==> config.mk <==
export PLATFORM = sky130hd
export DESIGN_NAME = mux_select_arbiter
export DESIGN_NICKNAME = d
export VERILOG_FILES = /design/src/rtl/mux_select_arbiter_pkg.sv /design/src/rtl/mux_select_arbiter_pick.sv /design/src/rtl/mux_select_arbiter.sv
export SDC_FILE = /design/constraint.sdc
export NUM_CORES = 1
export LEC_CHECK = 0
export CAP_MARGIN = 20
export CORE_UTILIZATION = 42
export CTS_CLUSTER_SIZE = 20
export DETAILED_ROUTE_END_ITERATION = 8
export PLACE_DENSITY_LB_ADDON = 0.15
export SYNTH_ARGS = -nofsm -noshare
export SYNTH_HDL_FRONTEND = slang
export SYNTH_HIERARCHICAL = 1
export SYNTH_SLANG_ARGS = --single-unit
==> constraint.sdc <==
create_clock -name clk -period 4.6 [get_ports clk]
set_input_delay 0.46 -clock clk [delete_from_list [all_inputs] [get_ports clk]]
set_output_delay 0.46 -clock clk [all_outputs]
set_load 0.03 [all_outputs]
==> src/rtl/mux_select_arbiter_pkg.sv <==
// Shared types and constants for the 16-way round-robin mux arbiter.
// Imported by the picker and the arbiter top.
package mux_select_arbiter_pkg;

  localparam int N_REQ        = 16;
  localparam int SEL_W        = 4;
  localparam int MAX_HOLD_DEF = 4;

  typedef enum logic {
    IDLE  = 1'b0,
    GRANT = 1'b1
  } state_e;

  function automatic logic [N_REQ-1:0] onehot(
    input logic [SEL_W-1:0] idx
  );
    onehot = N_REQ'(1) << idx;
  endfunction

endpackage

==> src/rtl/mux_select_arbiter_pick.sv <==
// Rotating-priority picker: first set req bit at or after base,
// wrapping 15->0.
module rr_pick_16
  import mux_select_arbiter_pkg::*;
(
  input  logic [N_REQ-1:0] req,
  input  logic [SEL_W-1:0] base,
  output logic             any,
  output logic [SEL_W-1:0] idx
);

  logic [SEL_W-1:0] cand;

  // Walk from farthest to nearest so the nearest hit wins.
  always_comb begin
    any  = 1'b0;
    idx  = '0;
    cand = '0;
    for (int k = N_REQ - 1; k >= 0; k--) begin
      cand = base + SEL_W'(k);
      if (req[cand]) begin
        any = 1'b1;
        idx = cand;
      end
    end
  end

endmodule

==> src/rtl/mux_select_arbiter.sv <==
// Round-robin owner of the shared 16:1 9-bit mux, with a per-grant
// beat limit and a valid/ready handshake toward the consumer.
module mux_select_arbiter
  import mux_select_arbiter_pkg::*;
#(
  parameter int MAX_HOLD = MAX_HOLD_DEF
) (
  input  logic             clk,
  input  logic             rst,
  input  logic [N_REQ-1:0] req,
  input  logic [N_REQ-1:0] last,
  input  logic             ready,
  output logic             sel3,
  output logic             sel2,
  output logic             sel1,
  output logic             sel0,
  output logic [N_REQ-1:0] grant,
  output logic             valid,
  output logic             busy
);

  localparam logic [3:0] LIM = 4'(MAX_HOLD - 1);

  state_e           state_q, state_d;
  logic [SEL_W-1:0] owner_q, owner_d;
  logic [SEL_W-1:0] ptr_q, ptr_d;
  logic [3:0]       cnt_q, cnt_d;

  logic             any;
  logic [SEL_W-1:0] pick;
  logic             xfer;
  logic             rel;

  rr_pick_16 u_pick (
    .req  (req),
    .base (ptr_q),
    .any  (any),
    .idx  (pick)
  );

  always_ff @(posedge clk or posedge rst) begin
    if (rst) begin
      state_q <= IDLE;
      owner_q <= '0;
      ptr_q   <= '0;
      cnt_q   <= '0;
    end else begin
      state_q <= state_d;
      owner_q <= owner_d;
      ptr_q   <= ptr_d;
      cnt_q   <= cnt_d;
    end
  end

  assign xfer = valid && ready;
  assign rel  = (xfer && (last[owner_q] || cnt_q == LIM))
             || !req[owner_q];

  always_comb begin
    state_d = state_q;
    owner_d = owner_q;
    ptr_d   = ptr_q;
    cnt_d   = cnt_q;
    unique case (state_q)
      IDLE: begin
        if (any) begin
          state_d = GRANT;
          owner_d = pick;
          cnt_d   = '0;
        end
      end
      GRANT: begin
        // Withdrawal and last-beat both release once; ptr moves once.
        if (rel) begin
          state_d = IDLE;
          ptr_d   = owner_q + 4'd1;
          cnt_d   = '0;
        end else if (xfer) begin
          cnt_d = cnt_q + 4'd1;
        end
      end
      default: state_d = IDLE;
    endcase
  end

  always_comb begin
    busy  = (state_q == GRANT);
    valid = busy && req[owner_q];
    grant = busy ? onehot(owner_q) : '0;
  end

  // sel tracks the owner register, so it holds through IDLE.
  assign {sel3, sel2, sel1, sel0} = owner_q;

endmodule

==> results of run 1 <==
[tightest hold or removal path, delay by kind of cell, from the launching register on]
kind               cells  cell delay [ns]
DFF                    1             0.36
AOI/OAI and AO/OA      1             0.06
and+or+nand+nor        1             0.05
[stage by stage]
step	instance area (um2)	worst slack, ns
floorplan	3430	0.531
global placement	4020	0.907
detailed placement	4020	0.847
CTS	4060	0.821
global route	4060	0.517
finish	4060	0.747
[worst max-delay path by stage]
stage / startpoint / slack, ns / endpoint
2_1_floorplan: ptr_q[0] / 0.53 / owner_q[3]
3_3_place_gp: ptr_q[0] / 0.91 / owner_q[3]
3_5_place_dp: ptr_q[1] / 0.85 / owner_q[3]
4_1_cts: ptr_q[1] / 0.82 / owner_q[3]
5_1_grt: ptr_q[1] / 0.52 / owner_q[3]
6_report: ptr_q[0] / 0.75 / owner_q[3]
[cells in the mapped netlist (7+ instances only)]
cell,count,area (um2)
mux2i_1,33,330
clkbuf_1,7,26.3
ha_1,14,175
and3_1,17,106
o21ai_0,23,115
nand3_1,11,55.1
inv_1,17,63.8
mux2_2,18,203
a21oi_1,14,70.1
dfrtp_1,13,325
nand2_1,31,116
o211ai_1,7,52.6
nor2_1,22,82.6
mux4_1,10,263
mux4_2,22,495
[cell type report]
cell class	instances	area (um2)	area share [%]
repair buffers	61	598	14.7
multi-input cells	317	2890	71.2
inverters	19	72.6	1.79
flip-flops and latches	13	325	8.01
clock buffers	4	45.0	1.11
well taps	102	128	3.14
[placed cells by master, fill, tap and decap left out, types with 5 or more instances in the layout]
cell             count
dfrtp_1             13
nor2_1              22
a21oi_1             14
ha_1                14
nand2_1             31
mux4_2              22
mux2i_1             33
xnor2_1              6
mux4_1              10
a31oi_1              5
nand3_1             11
mux2_2              18
clkdlybuf4s50_1     56
and3_1              17
nand2b_1             6
inv_1               17
o21ai_0             23
o211ai_1             7
buf_4                5
[per-layer routing]
layer  global-route usage [%]  wire length (um)  vias to the layer above
li1                         -                 -                     1529
met1                     37.0              4760                     1593
met2                     37.9              4670                      151
met3                     3.12               721                       16
met4                     6.38               191                        0
met5                        0                 0                        -
[sequential cells by signal (all words and copies together) (netlist names)]
name,flops
owner_q,4
cnt_q,4
busy,1
ptr_q,4
[logic make-up after synthesis]
family,share of synthesized area (%)
simple gates,16.3
mux,41.5
compound gates,17.4
buf+inv,6.23
fa+ha+maj,5.10
flops,9.48
xor+xnor,4.05
==> flow_summary.ini, run 1 <==
[detailed_routing]
drtIter0Drc = 264
ant_nets = 0
first_pass_iters = 5
routedWlPerCell_um = 20.1
drt_wl_total_mm = 10.4
via_per_inst = 6.37
drc = 0
vias = 3289

[clock_tree]
cts.path.max_buffers = 2
numCtsBuffers = 3
h-tree-depth = 1
clk_pin_slew_ns = 0.06
post-cts-setup-buffers = 0
cts_tree = built
clk_latency_ns = 0.24
clock-sinks = 13
cts-resized-gates = 0
holdBufCountCts = 0
clock-root-buffer = clkbuf_8

[hold_path]
hold_path_class = flop to flop
hold_end = cnt_q[1]
hp-start = cnt_q[1]
holdPathStages = 2

[floorplan]
die_width_um = 92.4
die_area_um2 = 8540
floorplan.io_pins = 57
die_height_um = 92.4
start_util_pct = 44.0
rows = 32
core_area_um2 = 7810

[setup_path]
worst_ep_required_time_ns = 4.73
r2r_start = ptr_q[0]
cp_num_cells = 9
critPathCaptureType = flop
path_buf_inv = 1
reg2regPathDepth = 9
critical_path.cell_chain = buf_4 > ha_1 > xnor2_1 > mux2i_1 > mux2i_1 > a21oi_1 > nand4_1 > nor2b_1 > mux2_2
arrival_ns = 3.98
crit_path_frequent_cell = mux2i_1
path_class = flop to flop
critPathLaunchType = flop
r2r_end = owner_q[3]
path_delay_family = multiplexers
r2r_slack_ns = 0.75
cpPeakStageDelay_ns = 0.67
cp_slowest_cell = xnor2_1
cp_max_fo = 28

[cells_and_area]
post-route-util_pct = 52.0
instances_no_fill = 516
layout-drive-gt1-share_pct = 17.9
nFillCells = 746
nets = 464
syn2layout_area_growth_pct = 18.3
insertedDiodeCount = 0

[logic_synthesis]
async_flop_share_pct = 100
synth_warnings = 6
yosysUniqueCellTypes = 72
netlist_area_um2 = 3430
synth_area_per_cell_um2 = 9.28
ys_seq_elements = 13
netlist_instances = 370
synth_edf_count = 0
syn_nets = 419
ys.flop_type = dfrtp_1
ys_seq_area_share_pct = 9.48

[global_routing]
grt_pass1_wl_mm = 16.8
track_usage_pct = 24.9
grt_pass1_vias = 3140
gr-total-overflow = 0
grt_max_degree = 31
antenna_found_initial = 0

[outcome]
status = completed

[timing]
finalHoldViolations = 0
drv_slew = 0
period_minus_slack_ns = 3.85
clock.fmax_mhz = 260
finalCritPeriodShare_pct = 83.8
hold_ws_ns = 0.508
finalSetupViolCount = 0
setup_tns_ns = 0
worst_pin_slew_ns = 0.901
finalClockSkew_ns = 0.00465
relSlewSlack_pct = 39.5
rsz0062_at_grt = false

[placement]
port_buffers = 56
routabilityCongestion = 0.940
dp.cells = 512
place.detailed.hpwl_mm = 7.91

[flow_run]
max-cap-violations = 0
Power of run 1 is left out: the tool's default activity adds up to more than one toggle a clock period on the data nets, which glitch-free logic cannot reach.
==> run 2: changes to the inputs <==
==> constraint.sdc (replaced) <==
create_clock -name clk -period 3.9 [get_ports clk]
set_input_delay 0.39 -clock clk [delete_from_list [all_inputs] [get_ports clk]]
set_output_delay 0.39 -clock clk [all_outputs]
set_load 0.03 [all_outputs]
==> run 2 against run 1 <==
Utilization up 0.91 points; cell area up 1.8%; first-iteration DRC count down 9.1%; sequential cell count unchanged; maximum frequency up 8.5%; via count up 0.46%.
==> flow_summary.ini, run 2 (synthesis gave the netlist of run 1 again) <==
[outcome]
status = completed

[timing]
clock.fmax_mhz = 281
finalCritPeriodShare_pct = 91.1
setup_ws_ns = 0.348
finalSetupViolCount = 0
rsz0062_at_grt = false
worst_pin_slew_ns = 0.574
setup_tns_ns = 0
period_minus_slack_ns = 3.55
finalClockSkew_ns = 0.00254
relSlewSlack_pct = 60.6
drv_slew = 0
finalHoldViolations = 0

[floorplan]
core_area_um2 = 7810
die_height_um = 92.4
rows = 32
floorplan.io_pins = 57
die_width_um = 92.4
die_area_um2 = 8540
start_util_pct = 44.0

[clock_tree]
numCtsBuffers = 3
clk_pin_slew_ns = 0.06
clk_latency_ns = 0.24
clock-root-buffer = clkbuf_8
cts_tree = built
clock-sinks = 13
h-tree-depth = 1
cts.path.max_buffers = 2
post-cts-setup-buffers = 0
cts-resized-gates = 0
holdBufCountCts = 0

[detailed_routing]
routedWlPerCell_um = 19.5
first_pass_iters = 5
vias = 3304
via_per_inst = 6.29
ant_nets = 0
drt_wl_total_mm = 10.3
drc = 0
drtIter0Drc = 240

[cells_and_area]
final_common_cell = clkdlybuf4s50_1
layout-drive-gt1-share_pct = 19.9
largest_registers = cnt_q x4, owner_q x4, ptr_q x4
nFillCells = 730
syn2layout_area_growth_pct = 20.4
layout_common_cells = clkdlybuf4s50_1, mux2i_1, nand2_1
fin_area_um2 = 4130
insertedDiodeCount = 0
nets = 473

[setup_path]
critPathCaptureType = flop
cp_max_fo = 30
path_class = flop to flop
critPathLaunchType = flop
arrival_ns = 3.68
worst_ep_required_time_ns = 4.03

[placement]
routabilityCongestion = 0.992
placed_area_um2 = 4090
place.detailed.hpwl_mm = 7.87
place_ws_ns = 0.290
port_buffers = 56

[global_routing]
antenna_found_initial = 0
gr-total-overflow = 0
grt_pass1_wl_mm = 16.7
track_usage_pct = 24.7
grt_pass1_vias = 3260
grt_max_degree = 31

[hold_path]
hold_path_class = primary input to asynchronous set/reset pin

[flow_run]
max-cap-violations = 0
[run 2: cell types whose count changed in the layout (fill, tap and decap cells not counted), sizes merged]
cell and change:
buf +9
[run 2: layout make-up]
cell class	count	area [um2]	share of cell area (%)
Timing Repair Buffer	70	666	16.1
Clock buffer	4	45.0	1.09
Inverter	19	72.6	1.76
Multi-Input combinational cell	317	2900	70.1
Sequential cell	13	325	7.87
Tap cell	102	128	3.09
[run 2: stage by stage]
stage               hold slack (ns)  util, %  cells
floorplan                     0.267        -    370
detailed placement            0.509     52.4    521
global route                  0.503     52.9    525
global placement              0.494     52.4    521
finish                        0.468     52.9    525
CTS                           0.480     52.9    525
[run 2: worst paths after layout]
path                            depth (start not counted)      from          to  slack, ns
max in group asynchronous                               2       rst  owner_q[3]       3.09
worst min-delay path                                    2       rst    cnt_q[2]       0.47
worst max register to register                         12  ptr_q[1]  owner_q[3]       0.35
min in group clk                                        2  cnt_q[1]    cnt_q[1]       0.52
worst min register to register                          2  cnt_q[1]    cnt_q[1]       0.52
worst max-delay path                                   12  ptr_q[1]  owner_q[3]       0.35
[run 2: worst max-delay path: stages, from the launching register on]
cell	delay, ns
dfrtp_1	0.34
buf_4	0.40
ha_1	0.41
xnor2_1	0.16
buf_4	0.19
mux2i_2	0.32
mux2_2	0.31
nor2b_2	0.21
nand2_1	0.10
nor4_1	0.27
nand4_1	0.18
nor2b_1	0.25
mux2_2	0.30
[run 2: metal layers]
| metal | track usage (%) | routed length [um] | vias to the layer above | share of wire, % |
|---|---|---|---|---|
| met1 | 34.9 | 4670 | 1567 | 46 |
| met4 | 8.46 | 242 | 0 | 2.4 |
| li1 | - | - | 1551 | - |
| met3 | 3.61 | 792 | 14 | 7.7 |
| met5 | 0 | 0 | - | 0 |
| met2 | 38.3 | 4550 | 172 | 44 |
Power of run 2 is left out for the same reason.
==> run 3: changes to the inputs <==
--- a/config.mk
+++ b/config.mk
@@ -9,7 +9,7 @@
 export CORE_UTILIZATION = 42
 export CTS_CLUSTER_SIZE = 20
 export DETAILED_ROUTE_END_ITERATION = 8
-export PLACE_DENSITY_LB_ADDON = 0.15
+export PLACE_DENSITY = 0.65
 export SYNTH_ARGS = -nofsm -noshare
 export SYNTH_HDL_FRONTEND = slang
 export SYNTH_HIERARCHICAL = 1
==> run 3 against run 2 <==
Maximum frequency decreased by 1.7%; cell count decreased by 0.19%; global-route usage decreased by 0.24 points; die area unchanged; sequential cell count unchanged; cell area increased by 0.12%; hold slack got worse by 0.014 ns; first-iteration DRC count decreased by 3.8%.
==> flow_summary.ini, run 3 (synthesis gave the netlist of run 1 again) <==
[detailed_routing]
drt_wl_total_mm = 10.1
vias = 3303
ant_nets = 0
via_per_inst = 6.30
drtIter0Drc = 231
drc = 0
routedWlPerCell_um = 19.2
first_pass_iters = 5

[setup_path]
critPathLaunchType = flop
worst_ep_required_time_ns = 4.03
arrival_ns = 3.74
path_class = flop to flop
critPathCaptureType = flop
cp_max_fo = 11

[cells_and_area]
nets = 472
insertedDiodeCount = 0
largest_registers = cnt_q x4, owner_q x4, ptr_q x4
layout_common_cells = clkdlybuf4s50_1, mux2i_1, nand2_1
syn2layout_area_growth_pct = 20.6
final_common_cell = clkdlybuf4s50_1
layout-drive-gt1-share_pct = 19.7
nFillCells = 736

[clock_tree]
post-cts-setup-buffers = 0
clk_latency_ns = 0.24
cts_tree = built
cts-resized-gates = 0
clk_pin_slew_ns = 0.05
holdBufCountCts = 0
cts.path.max_buffers = 2
clock-root-buffer = clkbuf_8
clock-sinks = 13
numCtsBuffers = 3
h-tree-depth = 1

[placement]
routabilityCongestion = 0.940
place.detailed.hpwl_mm = 7.94
port_buffers = 56

[timing]
finalSetupViolCount = 0
relSlewSlack_pct = 44.2
rsz0062_at_grt = false
setup_tns_ns = 0
period_minus_slack_ns = 3.61
clock.fmax_mhz = 277
worst_pin_slew_ns = 0.831
finalHoldViolations = 0
finalClockSkew_ns = 0.00312
drv_slew = 0
finalCritPeriodShare_pct = 92.6

[global_routing]
grt_pass1_vias = 3250
track_usage_pct = 24.4
antenna_found_initial = 0
grt_pass1_wl_mm = 16.6
gr-total-overflow = 0
grt_max_degree = 29

[floorplan]
core_area_um2 = 7810
start_util_pct = 44.0
die_area_um2 = 8540
die_width_um = 92.4
rows = 32
floorplan.io_pins = 57
die_height_um = 92.4

[flow_run]
max-cap-violations = 0

[outcome]
status = completed

[hold_path]
hold_path_class = primary input to asynchronous set/reset pin
==> run 3: changes by cell type in the layout (fill, tap and decap cells not counted), sizes merged <==
| cell | change |
|---|---|
| buf | -1 |
==> run 3: final timing paths <==
kind,slack (ns),endpoint,depth (start not counted),startpoint
max,0.29,owner_q[3],10,ptr_q[2]
min,0.45,cnt_q[0],2,rst
max reg2reg,0.29,owner_q[3],10,ptr_q[2]
min reg2reg,0.51,cnt_q[1],2,cnt_q[1]
max in group asynchronous,3.12,owner_q[3],2,rst
min in group clk,0.51,cnt_q[1],2,cnt_q[1]
==> run 3: critical path, cell delays in order, from the launching register on <==
cell     delay (ns)
dfrtp_1        0.38
inv_1          0.13
buf_4          0.22
ha_1           0.17
a21oi_1        0.07
xnor2_1        0.67
mux2i_1        0.63
a21oi_1        0.21
nand4_1        0.19
nor2b_1        0.43
mux2_2         0.39
==> run 3: layout make-up <==
cell class | count | area (um2) | area share, %
multi-input cells | 317 | 2900 | 70.0
repair buffers | 69 | 671 | 16.2
flip-flops and latches | 13 | 325 | 7.86
well taps | 102 | 128 | 3.08
inverters | 19 | 72.6 | 1.75
clock buffers | 4 | 45.0 | 1.09
==> run 3: layer usage <==
| metal | global-route usage (%) | wire length [um] | vias to the layer above |
|---|---|---|---|
| met5 | 0 | 0 | - |
| met2 | 37.2 | 4470 | 169 |
| met3 | 4.11 | 814 | 22 |
| met1 | 34.3 | 4540 | 1571 |
| met4 | 9.64 | 261 | 0 |
| li1 | - | - | 1541 |
==> run 3: per-stage QoR <==
| step | std cells | hold slack [ns] | setup slack, ns | utilization [%] | cell area (um2) |
|---|---|---|---|---|---|
| 2_1_floorplan | 370 | 0.267 | 0.0388 | - | 3440 |
| 3_3_place_gp | 520 | 0.496 | 0.399 | 52.4 | 4090 |
| 3_5_place_dp | 520 | 0.507 | 0.310 | 52.4 | 4090 |
| 4_1_cts | 524 | 0.472 | 0.396 | 53.0 | 4140 |
| 5_1_grt | 524 | 0.504 | 0.0811 | 53.0 | 4140 |
| 6_report | 524 | 0.454 | 0.287 | 53.0 | 4140 |
Power of run 3 is left out for the same reason.
